[config.mk]
export PLATFORM = sky130hd
export DESIGN_NAME = serial_mag_compare
export DESIGN_NICKNAME = d
export VERILOG_FILES = /design/src/rtl/serial_mag_compare.sv
export SDC_FILE = /design/constraint.sdc
export NUM_CORES = 1
export LEC_CHECK = 0
export BUFFER_PORTS_ARGS = -buffer_cell sky130_fd_sc_hd__clkbuf_2
export CORE_MARGIN = 8
export CORE_UTILIZATION = 51
export CTS_CLUSTER_DIAMETER = 150
export CTS_CLUSTER_SIZE = 20
export DETAILED_ROUTE_END_ITERATION = 7
export PLACE_DENSITY = 0.84
export RECOVER_POWER = 100
export SLEW_MARGIN = 40
export SYNTH_ARGS = -nofsm -noshare
export SYNTH_HDL_FRONTEND = slang
export SYNTH_SLANG_ARGS = --single-unit
[constraint.sdc]
create_clock -name clk -period 1.9 [get_ports clk]
set_clock_uncertainty 0.05 [all_clocks]
set_input_delay 0.095 -clock clk [delete_from_list [all_inputs] [get_ports clk]]
set_output_delay 0.095 -clock clk [all_outputs]
set_load 0.03 [all_outputs]
[src/rtl/serial_mag_compare.sv]
// ----------------------------------------------------------------------------
// serial_mag_compare
//
// Bit-serial magnitude comparator. It consumes the greater/equal/less flag
// triple from a 1-bit comparator slice, MSB first, one bit per cycle in which
// bit_valid is high. After WIDTH consumed bits it registers one verdict for
// the full WIDTH-bit operands. The first bit position that differs decides
// the result, and later bits cannot change it.
//
// Parameters
//   WIDTH     operand width in bits (2..64)
//   CNT_W     bit-counter width, derived from WIDTH
//
// Ports
//   clk        rising-edge clock
//   rst_n      asynchronous active-low reset
//   start      begin a new comparison (sampled only in IDLE / DONE)
//   bit_valid  gt_bit/eq_bit/lt_bit are valid and consumed this cycle
//   gt_bit     slice flag: A bit > B bit
//   eq_bit     slice flag: A bit == B bit
//   lt_bit     slice flag: A bit < B bit
//   busy       high while a comparison is running
//   done       one-cycle pulse when the verdict becomes valid
//   a_gt_b     verdict A > B
//   a_eq_b     verdict A == B
//   a_lt_b     verdict A < B
//   err        sticky: a non-one-hot flag triple was seen in this comparison
// ----------------------------------------------------------------------------
module serial_mag_compare #(
   parameter  int WIDTH = 8,
   localparam int CNT_W = $clog2(WIDTH)
) (
   input  logic clk,
   input  logic rst_n,
   input  logic start,
   input  logic bit_valid,
   input  logic gt_bit,
   input  logic eq_bit,
   input  logic lt_bit,
   output logic busy,
   output logic done,
   output logic a_gt_b,
   output logic a_eq_b,
   output logic a_lt_b,
   output logic err
);

   localparam logic [1:0] S_IDLE = 2'd0;
   localparam logic [1:0] S_RUN  = 2'd1;
   localparam logic [1:0] S_DONE = 2'd2;

   // Index of the final bit; reaching it while consuming ends the comparison,
   // so the counter never wraps.
   localparam logic [CNT_W-1:0] LAST_BIT = CNT_W'(WIDTH - 1);

   logic [1:0]       state_q,   state_d;
   logic [CNT_W-1:0] cnt_q,     cnt_d;
   logic             decided_q, decided_d;  // a differing bit has been seen
   logic             dec_gt_q,  dec_gt_d;   // direction of that first difference
   logic             busy_q,    busy_d;
   logic             done_q,    done_d;
   logic             gt_q,      gt_d;
   logic             eq_q,      eq_d;
   logic             lt_q,      lt_d;
   logic             err_q,     err_d;

   logic             onehot;

   // Exactly one of the three slice flags must be set. Anything else is
   // flagged and the bit is treated as equal, so it never decides.
   always_comb begin
      onehot = ({gt_bit, eq_bit, lt_bit} == 3'b100) ||
               ({gt_bit, eq_bit, lt_bit} == 3'b010) ||
               ({gt_bit, eq_bit, lt_bit} == 3'b001);
   end

   always_comb begin
      state_d   = state_q;
      cnt_d     = cnt_q;
      decided_d = decided_q;
      dec_gt_d  = dec_gt_q;
      busy_d    = busy_q;
      done_d    = 1'b0;        // done is a single-cycle pulse
      gt_d      = gt_q;
      eq_d      = eq_q;
      lt_d      = lt_q;
      err_d     = err_q;

      case (state_q)
         S_IDLE, S_DONE: begin
            // bit_valid is ignored here, even in the same cycle as start.
            if (start) begin
               state_d   = S_RUN;
               cnt_d     = '0;
               decided_d = 1'b0;
               dec_gt_d  = 1'b0;
               busy_d    = 1'b1;
               gt_d      = 1'b0;
               eq_d      = 1'b0;
               lt_d      = 1'b0;
               err_d     = 1'b0;
            end
         end

         S_RUN: begin
            // start is ignored while running. A low bit_valid stalls with
            // every piece of state held.
            if (bit_valid) begin
               if (!onehot) begin
                  err_d = 1'b1;
               end else if (!decided_q && gt_bit) begin
                  decided_d = 1'b1;
                  dec_gt_d  = 1'b1;
               end else if (!decided_q && lt_bit) begin
                  decided_d = 1'b1;
                  dec_gt_d  = 1'b0;
               end

               if (cnt_q == LAST_BIT) begin
                  // The verdict includes the decision made on this final bit.
                  state_d = S_DONE;
                  busy_d  = 1'b0;
                  done_d  = 1'b1;
                  gt_d    = decided_d &&  dec_gt_d;
                  lt_d    = decided_d && !dec_gt_d;
                  eq_d    = !decided_d;
               end else begin
                  cnt_d = cnt_q + 1'b1;
               end
            end
         end

         default: begin
            state_d = S_IDLE;
            busy_d  = 1'b0;
         end
      endcase
   end

   always_ff @(posedge clk or negedge rst_n) begin
      if (!rst_n) begin
         state_q   <= S_IDLE;
         cnt_q     <= '0;
         decided_q <= 1'b0;
         dec_gt_q  <= 1'b0;
         busy_q    <= 1'b0;
         done_q    <= 1'b0;
         gt_q      <= 1'b0;
         eq_q      <= 1'b0;
         lt_q      <= 1'b0;
         err_q     <= 1'b0;
      end else begin
         state_q   <= state_d;
         cnt_q     <= cnt_d;
         decided_q <= decided_d;
         dec_gt_q  <= dec_gt_d;
         busy_q    <= busy_d;
         done_q    <= done_d;
         gt_q      <= gt_d;
         eq_q      <= eq_d;
         lt_q      <= lt_d;
         err_q     <= err_d;
      end
   end

   assign busy   = busy_q;
   assign done   = done_q;
   assign a_gt_b = gt_q;
   assign a_eq_b = eq_q;
   assign a_lt_b = lt_q;
   assign err    = err_q;

endmodule

==> run metrics <==
DR top layer=met4; fmax=640 MHz; first-pass GRT wire length=2420 um; Adder-Cell Fraction of Synth Area=0.0367; Tot GR Track Use=0.115; commonest cells after routing, fill and taps aside=dfrtp_1 (13), nand2_1 (9), clkbuf_1 (8), o21ai_0 (5), clkbuf_2 (5); combined area of the multi-input logic cells=327 um2; total gr overflow=0; WL per Instance=13.8 um; Core Area=0.00127 mm2; global placement routability congestion=0.720; Worst setup EP type=register; area leader, netlist=dfrtp_1; Worst EP arrival=around 1700 ps; Cell Rows=13; Simple-Gate Fraction of Synth Area=0.204; Yosys top cell area share=0.477; M1 WL=598 um; Worst R2R Setup Slack=340 ps; DR WL met2=611 um; CP delay by family, top=adder cells; slowest CP cell=dfrtp_1; largest family of logic cells by synthesized area=simple AND/OR/NAND/NOR gates; Lkg Pwr=a little under 0.4 nW; drt first-iter violations=1; MaxCap Viol Count=0; CP most frequent cell=ha_1; setup TNS=0 ps; Die Span X=52.6 um; Tmin final=around 1600 ps; Yosys warning total=0; synthesized area=682 um2; worst min path class=in2reg; maximum vdd ir drop=0.727 mV; vias in the first global route=slightly below 600; slowest stage delay, CP=roughly 400 ps; Yosys reg bits=13; CTS Buffer Depth=2; largest net degree at the start of global routing=14; Max H-tree Level=1; Mapped Cells=63; required time of the critical path=between 2000 and 2500 ps; Setup Crit Path Kind=reg2reg; met3 WL post-DR=72 um; fill count=118; Yosys cell types=26; Crit Path Max Fanout=4; synthesized area per cell=10.8 um2; register clock-pin slew on the reported worst setup and hold paths=80 ps; RSZ-0062 raised after global routing=no; root buffer cell=clkbuf_4; Crit path buffers/inverters=0; # IOs=13; Pwr per Cell Area=1350 mW/mm2; Syn Nets=72; CTS tree=built; final wirelength=~1300 um; Post-CTS Setup Repair Bufs=0; worst-skew pair later-pin latency=280 ps; Die Ht=approximately 53 um; HPWL Detailed=between 900 and 1000 um; Vias per Instance=5.57; register area share after synthesis=0.477; CTS buffer count=3; P&R area growth vs syn=14.3%; Final Max Slew Viols=0; Final Hold Viols=0; FF+latch area=325 um2; First-pass DRT Iterations=2; CTS sink cnt=13; vias=529; CP Launch Type=register; final setup fails=0; DRC viols=0; ant diodes=0; post-CTS resize count=0; antenna violations before repair=0; worst rel slew slack=0.533; crit-path cells=ha_1 > ha_1 > nand4b_1 > nand2_4 > mux2_1; Synth area leaders=dfrtp_1 (48%), nand2_1 (5.0%), mux2_4 (4.4%); Slew @ Worst Pin=701 ps; share of cells above drive strength 1=0.125; XOR/XNOR Fraction of Synth Area=0.0257; Initial Util=0.537; most common cell after layout, fill and taps aside=dfrtp_1; run status=finished, final reports clean; post-synthesis mux area share=0.0734; die footprint=0.00276 mm2; cts hold-fix bufs=2; Compound-Gate Fraction of Synth Area=0.150; Tot Pwr=1.05 mW; Port Buffer Count=12; final-stage net count=90; Tcrit/Tclk final=0.822; ANT nets after route=0
==> synth_stat cells (all sizes together) <==
master	n
ha	2
a32o	2
o21ai	5
a22o	1
a31oi	1
dfrtp	13
a21oi	4
nand2	10
xor2	2
and3b	1
nand2b	2
and3	1
inv	3
nor3b	1
nand4b	1
nor2	1
nor2b	3
a21o	1
buf	1
nor4b	1
mux2i	2
and4bb	1
o21bai	1
mux2	2
o31ai	1
==> cell families (layout without fill, tap and decap cells) <==
| logic type | Yosys count | count (layout) |
|---|---|---|
| simple gates | 22 | 22 |
| mux | 4 | 4 |
| fa+ha+maj | 2 | 2 |
| buf+inv | 4 | 21 |
| flops | 13 | 13 |
| xor+xnor | 2 | 2 |
| compound gates | 16 | 16 |
==> cell type report <==
class / instances / share of cell area
Tap cell: 15 / 0.0241
Sequential cell: 13 / 0.417
Timing Repair Buffer: 14 / 0.0915
Clock buffer: 4 / 0.0337
Inverter: 3 / 0.0144
Multi-Input combinational cell: 46 / 0.419
==> state kept, by name, indices dropped and copies added, names as in the netlist <==
| signal | flops |
|---|---|
| a_eq_b | 1 |
| a_gt_b | 1 |
| a_lt_b | 1 |
| busy | 1 |
| cnt_q | 3 |
| dec_gt_q | 1 |
| decided_q | 1 |
| done | 1 |
| err | 1 |
| state_q | 2 |
==> worst register-to-register path, delay by kind of cell, from the launching register on <==
kind / cells / cell delay (ps)
simple gates: 2 / 280
mux: 1 / 320
fa+ha+maj: 2 / 410
flops: 1 / 400
==> routing by layer <==
metal | GRT usage | vias up
met5 | 0 | -
met4 | 0.0690 | 0
met3 | 0.0369 | 3
met2 | 0.176 | 13
met1 | 0.137 | 253
li1 | - | 260
==> metrics by stage <==
step                 util  setup slack, ps  hold slack [ps]  instance area [um2]  instances
floorplan               -              436             -251                  682         63
global placement    0.591              396            -46.6                  749         89
detailed placement  0.591              345            -42.0                  749         89
CTS                 0.627              340              119                  796         95
global route        0.614              245              132                  779         95
finish              0.614              338              123                  779         95
==> power by group <==
part | switching, mW | total (mW) | internal, mW | leakage [nW]
Clock | 0.0884 | 0.170 | 0.0814 | 0.0150
Combinational | 0.244 | 0.413 | 0.169 | 0.210
Sequential | 0.0900 | 0.469 | 0.379 | 0.160
Total | 0.423 | 1.05 | 0.629 | 0.385
==> final timing paths <==
kind,from,to,cells past startpoint
setup reg to reg,cnt_q[0]$_DFFE_PN0P_,a_gt_b$_DFFE_PN0P_,5
hold / removal,bit_valid,state_q[0]$_DFFE_PN0P_,4
setup / recovery,cnt_q[0]$_DFFE_PN0P_,a_gt_b$_DFFE_PN0P_,5
min in group asynchronous,rst_n,dec_gt_q$_DFFE_PN0P_,2
max in group asynchronous,rst_n,cnt_q[0]$_DFFE_PN0P_,2
hold reg to reg,cnt_q[0]$_DFFE_PN0P_,cnt_q[0]$_DFFE_PN0P_,1
Note: power is estimated with default switching activity, not from simulation.
